===== src/rtl/window_pkg.sv =====
// Shared types and default geometry for the sliding-window sequencing controller.
// The widths below follow the default image size; instances derive their own from their parameters.
package window_pkg;

  localparam int DEF_IMG_W = 640;
  localparam int DEF_IMG_H = 480;
  localparam int DEF_K     = 3;

  localparam int COL_W = $clog2(DEF_IMG_W);
  localparam int ROW_W = $clog2(DEF_IMG_H);

  typedef enum logic [1:0] {
    IDLE = 2'd0,
    RUN  = 2'd1,
    DONE = 2'd2
  } state_t;

endpackage


===== src/rtl/wrap_counter.sv =====
// Modulo-(MAX+1) counter with synchronous clear.
// The wrap output is combinational so a chained counter can advance on the same edge.
module wrap_counter #(
  parameter int MAX   = 639,
  parameter int WIDTH = 10
) (
  input  logic             clk,
  input  logic             rst,
  input  logic             clr,
  input  logic             inc,
  output logic [WIDTH-1:0] count,
  output logic             wrap
);

  localparam logic [WIDTH-1:0] LAST = WIDTH'(MAX);

  assign wrap = inc && (count == LAST);

  always_ff @(posedge clk or negedge rst) begin
    if (!rst) begin
      count <= '0;
    end else if (clr) begin
      count <= '0;
    end else if (inc) begin
      count <= wrap ? '0 : count + WIDTH'(1);
    end
  end

endmodule


===== src/rtl/window_ctrl.sv =====
// Raster sequencing controller for a KxK sliding window: gates the shared shift
// enable, tracks pixel position and flags cycles holding a complete in-bounds window.
module window_ctrl
  import window_pkg::*;
#(
  parameter int IMG_W = DEF_IMG_W,
  parameter int IMG_H = DEF_IMG_H,
  parameter int K     = DEF_K,
  localparam int COL_BITS = $clog2(IMG_W),
  localparam int ROW_BITS = $clog2(IMG_H)
) (
  input  logic                clk,
  input  logic                rst,
  input  logic                start,
  input  logic                in_valid,
  output logic                shift_en,
  output logic [COL_BITS-1:0] col,
  output logic [ROW_BITS-1:0] row,
  output logic                out_valid,
  output logic                busy,
  output logic                done
);

  localparam logic [COL_BITS-1:0] K_COL = COL_BITS'(K - 1);
  localparam logic [ROW_BITS-1:0] K_ROW = ROW_BITS'(K - 1);

  state_t state;
  logic   accept;
  logic   start_frame;
  logic   col_wrap;
  logic   last_pixel;
  logic   in_window;

  assign accept      = (state == RUN) && in_valid;
  assign shift_en    = accept;
  assign start_frame = (state == IDLE) && start;
  assign in_window   = (col >= K_COL) && (row >= K_ROW);

  wrap_counter #(
    .MAX   (IMG_W - 1),
    .WIDTH (COL_BITS)
  ) u_col (
    .clk   (clk),
    .rst   (rst),
    .clr   (start_frame),
    .inc   (accept),
    .count (col),
    .wrap  (col_wrap)
  );

  // Row wrap only fires on the column wrap of the bottom row, i.e. the final pixel.
  wrap_counter #(
    .MAX   (IMG_H - 1),
    .WIDTH (ROW_BITS)
  ) u_row (
    .clk   (clk),
    .rst   (rst),
    .clr   (start_frame),
    .inc   (col_wrap),
    .count (row),
    .wrap  (last_pixel)
  );

  always_ff @(posedge clk or negedge rst) begin
    if (!rst) begin
      state     <= IDLE;
      out_valid <= 1'b0;
      busy      <= 1'b0;
      done      <= 1'b0;
    end else begin
      out_valid <= accept && in_window;
      case (state)
        IDLE: begin
          done <= 1'b0;
          if (start) begin
            state <= RUN;
            busy  <= 1'b1;
          end
        end
        RUN: begin
          if (last_pixel) begin
            state <= DONE;
            done  <= 1'b1;
          end
        end
        DONE: begin
          state <= IDLE;
          busy  <= 1'b0;
          done  <= 1'b0;
        end
        default: begin
          state <= IDLE;
          busy  <= 1'b0;
          done  <= 1'b0;
        end
      endcase
    end
  end

endmodule


===== config.mk =====
export PLATFORM = sky130hd
export DESIGN_NAME = window_ctrl
export DESIGN_NICKNAME = d
export VERILOG_FILES = /design/src/rtl/window_pkg.sv /design/src/rtl/wrap_counter.sv /design/src/rtl/window_ctrl.sv
export SDC_FILE = /design/constraint.sdc
export NUM_CORES = 1
export LEC_CHECK = 0
export BUFFER_PORTS_ARGS = -buffer_cell sky130_fd_sc_hd__buf_2
export CAP_MARGIN = 5
export CORE_ASPECT_RATIO = 0.8
export CORE_MARGIN = 2
export CORE_UTILIZATION = 55
export CTS_BUF_LIST = sky130_fd_sc_hd__clkbuf_4
export DETAILED_ROUTE_END_ITERATION = 8
export PLACE_DENSITY_LB_ADDON = 0.1
export SYNTH_ARGS = -nofsm -noshare
export SYNTH_HDL_FRONTEND = slang
export SYNTH_SLANG_ARGS = --single-unit
export TNS_END_PERCENT = 1

===== constraint.sdc =====
create_clock -name clk -period 4.5 [get_ports clk]
set_clock_uncertainty 0.15 [all_clocks]
set_input_delay 0 -clock clk [delete_from_list [all_inputs] [get_ports clk]]
set_output_delay 0 -clock clk [all_outputs]
set_load 0.01 [all_outputs]

==> results of run 1 <==
-- worst reg2reg max path, stage by stage (launching register included) --
cell,delay (ps)
dfrtp_1,460
ha_1,240
and4_1,260
and2_0,190
or4_1,510
a21oi_1,150
-- per-stage QoR --
| step | instance area [sq um] | cells | setup WS [ps] |
|---|---|---|---|
| global route | 1501 | 191 | 2308 |
| CTS | 1501 | 191 | 2487 |
| detailed placement | 1455 | 185 | 2514 |
| global placement | 1455 | 185 | 2561 |
| finish | 1501 | 191 | 2476 |
| floorplan | 1305 | 136 | 2602 |
-- worst max path at each step --
stage | end | slack [ps] | cells past startpoint
after floorplan | u_row.count[5] | 2600 | 5
after global placement | u_row.count[8] | 2560 | 5
after detailed placement | u_row.count[5] | 2510 | 5
after CTS | u_row.count[5] | 2490 | 5
after global routing | u_row.count[8] | 2310 | 5
final | u_row.count[5] | 2480 | 5
-- cells in the mapped netlist, types with 3 or more instances --
| master | instances |
|---|---|
| ha_1 | 4 |
| a21oi_1 | 11 |
| nand2_1 | 10 |
| o21ai_0 | 12 |
| nor3_1 | 3 |
| nor4_1 | 4 |
| dfrtp_1 | 24 |
| nand3_1 | 5 |
| nor3b_1 | 3 |
| or4_1 | 3 |
| nor2_1 | 14 |
| inv_1 | 5 |
| and3b_1 | 3 |
| or3_1 | 5 |
| xnor2_1 | 7 |
-- cell type report --
type / instances / share of cell area
Clock inverter: 1 / 0.002500
Clock buffer: 3 / 0.01500
Multi-Input combinational cell: 105 / 0.4492
Sequential cell: 24 / 0.4000
Inverter: 5 / 0.01250
Timing Repair Buffer: 28 / 0.1000
Tap cell: 25 / 0.02083
-- timing repair --
action | in CTS | in global routing
endpoints found under the setup margin | 0 | 0
hold buffers | 2 | 0
buffers inserted | 0 | 0
hold endpoints to repair | 27 | 0
-- state kept, by name, indices dropped and copies added (netlist names) --
name and cells:
u_col.count 10, busy 1, out_valid 1, state 2, done 1, u_row.count 9
-- metal layers --
| layer | share of wire | vias up | global-route usage |
|---|---|---|---|
| met4 | 0.0041 | 0 | 0.05581 |
| met2 | 0.42 | 36 | 0.3281 |
| met3 | 0.059 | 2 | 0.06216 |
| met1 | 0.52 | 538 | 0.3424 |
| met5 | 0 | - | 0 |
| li1 | - | 560 | - |
-- report_power, final --
group	leakage, nW	internal, mW	switching [mW]
registers	0.313	0.244	0.0499
logic	0.387	0.0569	0.0616
clock network	0.0154	0.0324	0.0612
-- logic make-up (layout without fill, tap and decap cells) --
logic type | Yosys count | in the layout | synth area share
flops | 24 | 24 | 0.4602
buf+inv | 7 | 37 | 0.02301
mux | 1 | 1 | 0.007670
compound gates | 26 | 26 | 0.1035
fa+ha+maj | 4 | 4 | 0.03835
simple gates | 66 | 66 | 0.3135
xor+xnor | 8 | 8 | 0.05369
-- cells in the final DEF, fill, tap and decap left out, types with 3 or more instances in the layout --
master,synthesis,routed
o21ai_0,12,12
nor3b_1,3,3
inv_1,5,5
nor3_1,3,3
a21oi_1,11,11
nand2_1,10,10
or4_1,3,3
clkbuf_4,0,3
and3b_1,3,3
or3_1,5,5
buf_2,0,26
xnor2_1,7,7
dfrtp_1,24,24
nor4_1,4,4
nand3_1,5,5
ha_1,4,4
nor2_1,14,14
==> metrics.cfg, run 1 <==
[outcome]
status=finished clean

[routing]
drc_errors=0
wl_per_cell_microns=15.23
wl_microns=2908
dr.first_iter.drc_count=34
first_pass_iters=4
post_drt_via_cell_ratio=5.948
num_vias=1136
route.antenna.remaining_nets=0

[run]
drv_cap=0

[global_routing]
grt_pass1_wl_microns=4650
grt_overflow=0
antenna_found_initial=0
grt_usage=0.2283
grt_max_degree=25
grt_pass1_vias=959

[power_and_ir_drop]
powerDensity_nw_per_um2=337.2
p_leak_nw=0.7153
ir_drop_v=0.0003500
total_power_uw=506.2

[die]
fp.dieH_microns=47.57
start_util=0.5943
coreArea_sq_um=2196
placement_rows=15
die-width_microns=58.46
num_io_pins=27
dieArea_sq_um=2781

[worst_setup_path]
timing.rr.end=u_row.count[5]
start_kind=register
cp-startpoint=u_row.count[1]
cp_max_fo=6
critical_path_required_ps=4590
cp_top_family=simple AND/OR/NAND/NOR gates
reg2reg_slack_ps=2480
r2r_start=u_row.count[1]
slowest_delay_ps=510
worstPathArrival_ps=2110
worstSetupPathType=reg -> reg
cp_num_buf_inv=0
critPathSlowestCell=or4_1
path_cells=ha_1, and4_1, and2_0, or4_1, a21oi_1
r2r_cells=5
cp-end-kind=register

[timing]
hold_violations=0
slew_headroom=0.2617
fin_crit_ps=2024
finalCritPeriodShare=0.4498
rsz0062_at_grt=false
setup_tns_ps=0
hold_ws_ps=36.42
fmax_mhz=494.0
setup_viol=0
drv_slew=0
tightest_slew_ps=1105

[synth]
synth-main-ff-cell=dfrtp_1
syn-cell-area_sq_um=1305
synth.distinct_cells=34
async_flop_share=1.000
synthCells=136
synthTopCellsByArea=dfrtp_1, xnor2_1, o21ai_0
synth_top_cell_area_share=0.4602
ys_ff_latch=24
yosysWarnings=0
synth_edf_count=0
postSynthAreaPerCell_sq_um=9.596
synth_nets=144
synth_top_area_cell=dfrtp_1
yosysSeqAreaShare=0.4602

[place]
gp_congestion=0.9003
portBuffers=26
hpwlAfterDp_microns=2082

[layout]
n_antenna_cell=0
multi_input_area_sq_um=674.4
drive_above_1_share=0.1928
areaGrowthSynthToFinish_pct=15.05
regArea_sq_um=600.6
utilization=0.6838
fillers=180
nNetsFinal=175

[cts]
cts_resized=0
path_clk_slew_ps=130
cts_tree=yes
worstSkewPairLatency_ps=310
cts_made_buffers=3
ctsRootBufferMaster=clkbuf_4
cts_buffer_depth=2
htreeDepth=1
clock-sinks=24

[min_path]
hold_class=in -> async

(Power assumes the default switching activity.)
==> run 2: changes to the inputs <==
==> constraint.sdc (replaced) <==
create_clock -name clk -period 2 [get_ports clk]
set_clock_uncertainty 0.15 [all_clocks]
set_input_delay 0 -clock clk [delete_from_list [all_inputs] [get_ports clk]]
set_output_delay 0 -clock clk [all_outputs]
set_load 0.01 [all_outputs]
==> metrics.cfg, run 2 (synthesized netlist as in run 1, its figures left out) <==
[global_routing]
grt_pass1_vias=1102
grt_max_degree=25
grt_overflow=0
grt_pass1_wl_microns=5147
grt_usage=0.2500
antenna_found_initial=0

[layout]
nNetsFinal=192
largest_reg_flops=10
regMostFlops=u_col.count
drive_above_1_share=0.2787
reg_top3=u_col.count (10), u_row.count (9), state (2)
n_antenna_cell=0
most-common-layout-cells=buf_2, dfrtp_1, buf_4
areaGrowthSynthToFinish_pct=25.69
final_common_cell=buf_2

[power_and_ir_drop]
powerDensity_nw_per_um2=754.9
power_frac_clock=0.176
intPower_uw=820.7
p_leak_nw=0.7904
switching_power_uw=417.6
swShare=0.3372
combPwrFrac=0.340
ir_drop_v=0.0008212
seq_power_share=0.484

[timing]
drv_slew=0
setup_viol=0
fmax_mhz=524.2
fin_crit_ps=1908
finalCritPeriodShare=0.9538
slew_headroom=0.6387
setup_tns_ps=0
tightest_slew_ps=542.0
hold_ws_ps=29.04
hold_violations=0

[routing]
route.antenna.remaining_nets=0
wl_microns=3143
wl_per_cell_microns=15.11
drc_errors=0
dr.first_iter.drc_count=70
post_drt_via_cell_ratio=5.962
num_vias=1240
first_pass_iters=4

[worst_setup_path]
path_cells=and3b_1, nand4_1, or3b_1, a21oi_1
critPathSlowestCell=and3b_1
cp-end-kind=register
cp_max_fo=6
slowest_delay_ps=440
critical_path_required_ps=2100
worstPathArrival_ps=2010
worstSetupPathType=reg -> reg
start_kind=register

[outcome]
status=finished clean

[cts]
cts_made_buffers=3
worstSkewPairLatency_ps=320
clock-sinks=24
htreeDepth=1
ctsRootBufferMaster=clkbuf_4
cts_tree=yes
path_clk_slew_ps=130
cts_buffer_depth=2

[min_path]
hold_class=in -> async

[die]
num_io_pins=27
fp.dieH_microns=47.57
start_util=0.5943
coreArea_sq_um=2196
placement_rows=15
die-width_microns=58.46
dieArea_sq_um=2781

[run]
drv_cap=0

[place]
hpwlAfterDp_microns=2262
portBuffers=26
gp_congestion=0.9132

## run 2: routing by layer
metal | GRT usage | part of all wire | up-vias
li1 | - | - | 593
met1 | 0.3492 | 0.49 | 595
met2 | 0.4000 | 0.44 | 50
met3 | 0.05405 | 0.067 | 2
met4 | 0.06977 | 0.0045 | 0
met5 | 0 | 0 | -
## run 2: per-stage QoR
step	cell area, sq um	setup slack, ps	std cells	utilization	total power, mW
floorplan	1305	102.2	136	-	0.8137
global placement	1568	130.0	200	0.7140	1.007
detailed placement	1568	83.29	200	0.7140	1.022
CTS	1614	38.37	206	0.7350	1.243
global route	1640	-18.83	208	0.7470	1.317
finish	1640	92.38	208	0.7470	1.238
## run 2: cell type report
type,count,area (sq um)
Sequential cell,24,600.6
Clock buffer,3,22.52
Clock inverter,1,3.754
Timing Repair Buffer,45,277.8
Inverter,5,18.77
Fill cell,167,555.5
Multi-Input combinational cell,105,685.7
Tap cell,25,31.28
## run 2: power groups by stage
stage               clock [mW]  combinational, mW  sequential, mW
floorplan                    0              0.133           0.681
global placement             0              0.405           0.602
detailed placement           0              0.416           0.606
CTS                      0.225              0.420           0.598
global route             0.236              0.474           0.607
finish                   0.218              0.421           0.599
## run 2: timing repair
action	4_1_cts	5_1_grt
setup endpoints to repair	0	3
hold buffers	2	0
hold endpoints to repair	27	0
setup buffers	0	2
resized for setup	0	4
## run 2: critical path: cells and delay by family (launching register included)
family / cells / cell delay [ps]
AO/OA/AOI/OAI: 1 / 160
flip-flops: 1 / 410
AND/OR/NAND/NOR: 3 / 1120
## run 2: worst paths after layout
path | slack [ps] | start | to | cells after the start
max in group asynchronous | 1310 | rst | u_row.count[7] | 2
worst max-delay path | 90 | state[1] | u_row.count[3] | 4
worst min-delay path | 30 | rst | u_col.count[3] | 2
worst max register to register | 90 | state[1] | u_row.count[3] | 4
worst min register to register | 360 | busy | busy | 2
min in group clk | 80 | in_valid | u_col.count[1] | 5
==> run 3: changes to the inputs <==
--- a/config.mk
+++ b/config.mk
@@ -7,9 +7,11 @@
 export LEC_CHECK = 0
 export BUFFER_PORTS_ARGS = -buffer_cell sky130_fd_sc_hd__buf_2
 export CAP_MARGIN = 5
+export CELL_PAD_IN_SITES_DETAIL_PLACEMENT = 1
+export CELL_PAD_IN_SITES_GLOBAL_PLACEMENT = 1
 export CORE_ASPECT_RATIO = 0.8
 export CORE_MARGIN = 2
-export CORE_UTILIZATION = 55
+export CORE_UTILIZATION = 42
 export CTS_BUF_LIST = sky130_fd_sc_hd__clkbuf_4
 export DETAILED_ROUTE_END_ITERATION = 8
 export PLACE_DENSITY_LB_ADDON = 0.1
==> metrics.cfg, run 3 (synthesized netlist as in run 1, its figures left out) <==
[outcome]
status=finished clean

[layout]
fillers=382
final_cell_area_sq_um=1664
final_common_cell=buf_2
regArea_sq_um=600.6
areaGrowthSynthToFinish_pct=27.52
regMostFlops=u_col.count
multi_input_area_sq_um=679.4
largest_reg_flops=10
reg_top3=u_col.count (10), u_row.count (9), state (2)
instances_no_fill=224
drive_above_1_share=0.2935
n_antenna_cell=0
nNetsFinal=194
utilization=0.5514
most-common-layout-cells=buf_2, dfrtp_1, buf_4

[worst_setup_path]
critical_path_required_ps=2100
worstPathArrival_ps=2000
cp_max_fo=8
r2r_cells=5
worstSetupPathType=reg -> reg
start_kind=register
cp-end-kind=register

[timing]
finalCritPeriodShare=0.9547
setup_tns_ps=0
drv_slew=0
hold_ws_ps=73.82
slew_headroom=0.6282
fin_crit_ps=1909
setup_viol=0
tightest_slew_ps=557.8
rsz0062_at_grt=false
fmax_mhz=523.7
postLayoutSetupSlackWorst_ps=90.69
hold_violations=0

[power_and_ir_drop]
ir_drop_v=0.0003915
switching_power_uw=420.1
combPwrFrac=0.348
p_leak_nw=0.8081
powerDensity_nw_per_um2=744.0
total_power_mw=1.238
seq_power_share=0.481
power_frac_clock=0.171
swShare=0.3393
intPower_uw=818.1

[place]
portBuffers=26
dpl_cell_area_sq_um=1617
pre_cts_slack_ps=63.10
placedCellCount=219
gp_congestion=0.8249
hpwlAfterDp_microns=2872

[routing]
num_vias=1229
first_pass_iters=4
wl_microns=3743
post_drt_via_cell_ratio=5.487
route.antenna.remaining_nets=0
drc_errors=0
wl_per_cell_microns=16.71
dr.first_iter.drc_count=38

[global_routing]
antenna_found_initial=0
grt_usage=0.2223
grt_pass1_wl_microns=5837
grt_pass1_vias=1153
grt_overflow=0
grt_max_degree=25

[die]
fp.dieH_microns=53.86
coreArea_sq_um=3018
placement_rows=18
start_util=0.4324
dieArea_sq_um=3572
num_io_pins=27
die-width_microns=66.32

[cts]
clock-sinks=24
cts_setup_buffers=0
cts_tree=yes
cts_buffer_depth=2
ctsRootBufferMaster=clkbuf_4
worstSkewPairLatency_ps=310
path_clk_slew_ps=130
htreeDepth=1
cts_made_buffers=3

[min_path]
hold_class=in -> async

[run]
drv_cap=0

[run 3: changes by cell type in the layout (fill, tap and decap cells not counted)]
cell and delta:
clkinv_1 -1, nand4_2 +1, nand2_2 +1, buf_4 +2, nand4_4 -1, nand2_1 -1
[run 3: what timing repair did]
item	CTS	global route
gates resized for setup	0	4
setup endpoints to repair	0	10
hold buffers	2	0
endpoints found under the hold margin	26	0
[run 3: path summary, 6_finish.rpt]
kind,from,slack (ps),endpoint
worst max-delay path,u_col.count[0],90,u_row.count[5]
worst min-delay path,rst,70,busy
worst max register to register,u_col.count[0],90,u_row.count[5]
worst min register to register,busy,370,busy
max in group asynchronous,rst,1250,out_valid
min in group clk,in_valid,90,u_col.count[0]
[run 3: routing by layer]
metal  global-route usage  up-vias  routed length [microns]
li1                     -      595                        -
met1               0.3149      607                     1813
met2               0.3617       25                     1771
met3              0.04393        2                      147
met4              0.03741        0                       10
met5                    0        -                        0
[run 3: final cells by class]
class | instances | area share
timing repair buffer | 47 | 0.1759
inverter | 5 | 0.01128
clock buffer | 3 | 0.01353
tap | 40 | 0.03008
sequential | 24 | 0.3609
multi-input combinational | 105 | 0.4083
[run 3: power by group through the flow]
stage / clock network [mW] / registers [mW] / logic [mW]
finish: 0.212 / 0.595 / 0.431
CTS: 0.220 / 0.595 / 0.433
global placement: 0 / 0.602 / 0.415
global route: 0.237 / 0.602 / 0.481
floorplan: 0 / 0.681 / 0.133
detailed placement: 0 / 0.605 / 0.429
[run 3: critical path, cell delays in order, from the launching register on]
cell,delay [ps]
dfrtp_1,380
ha_1,180
and4bb_2,310
nand4_4,160
or4_1,510
a21oi_1,150
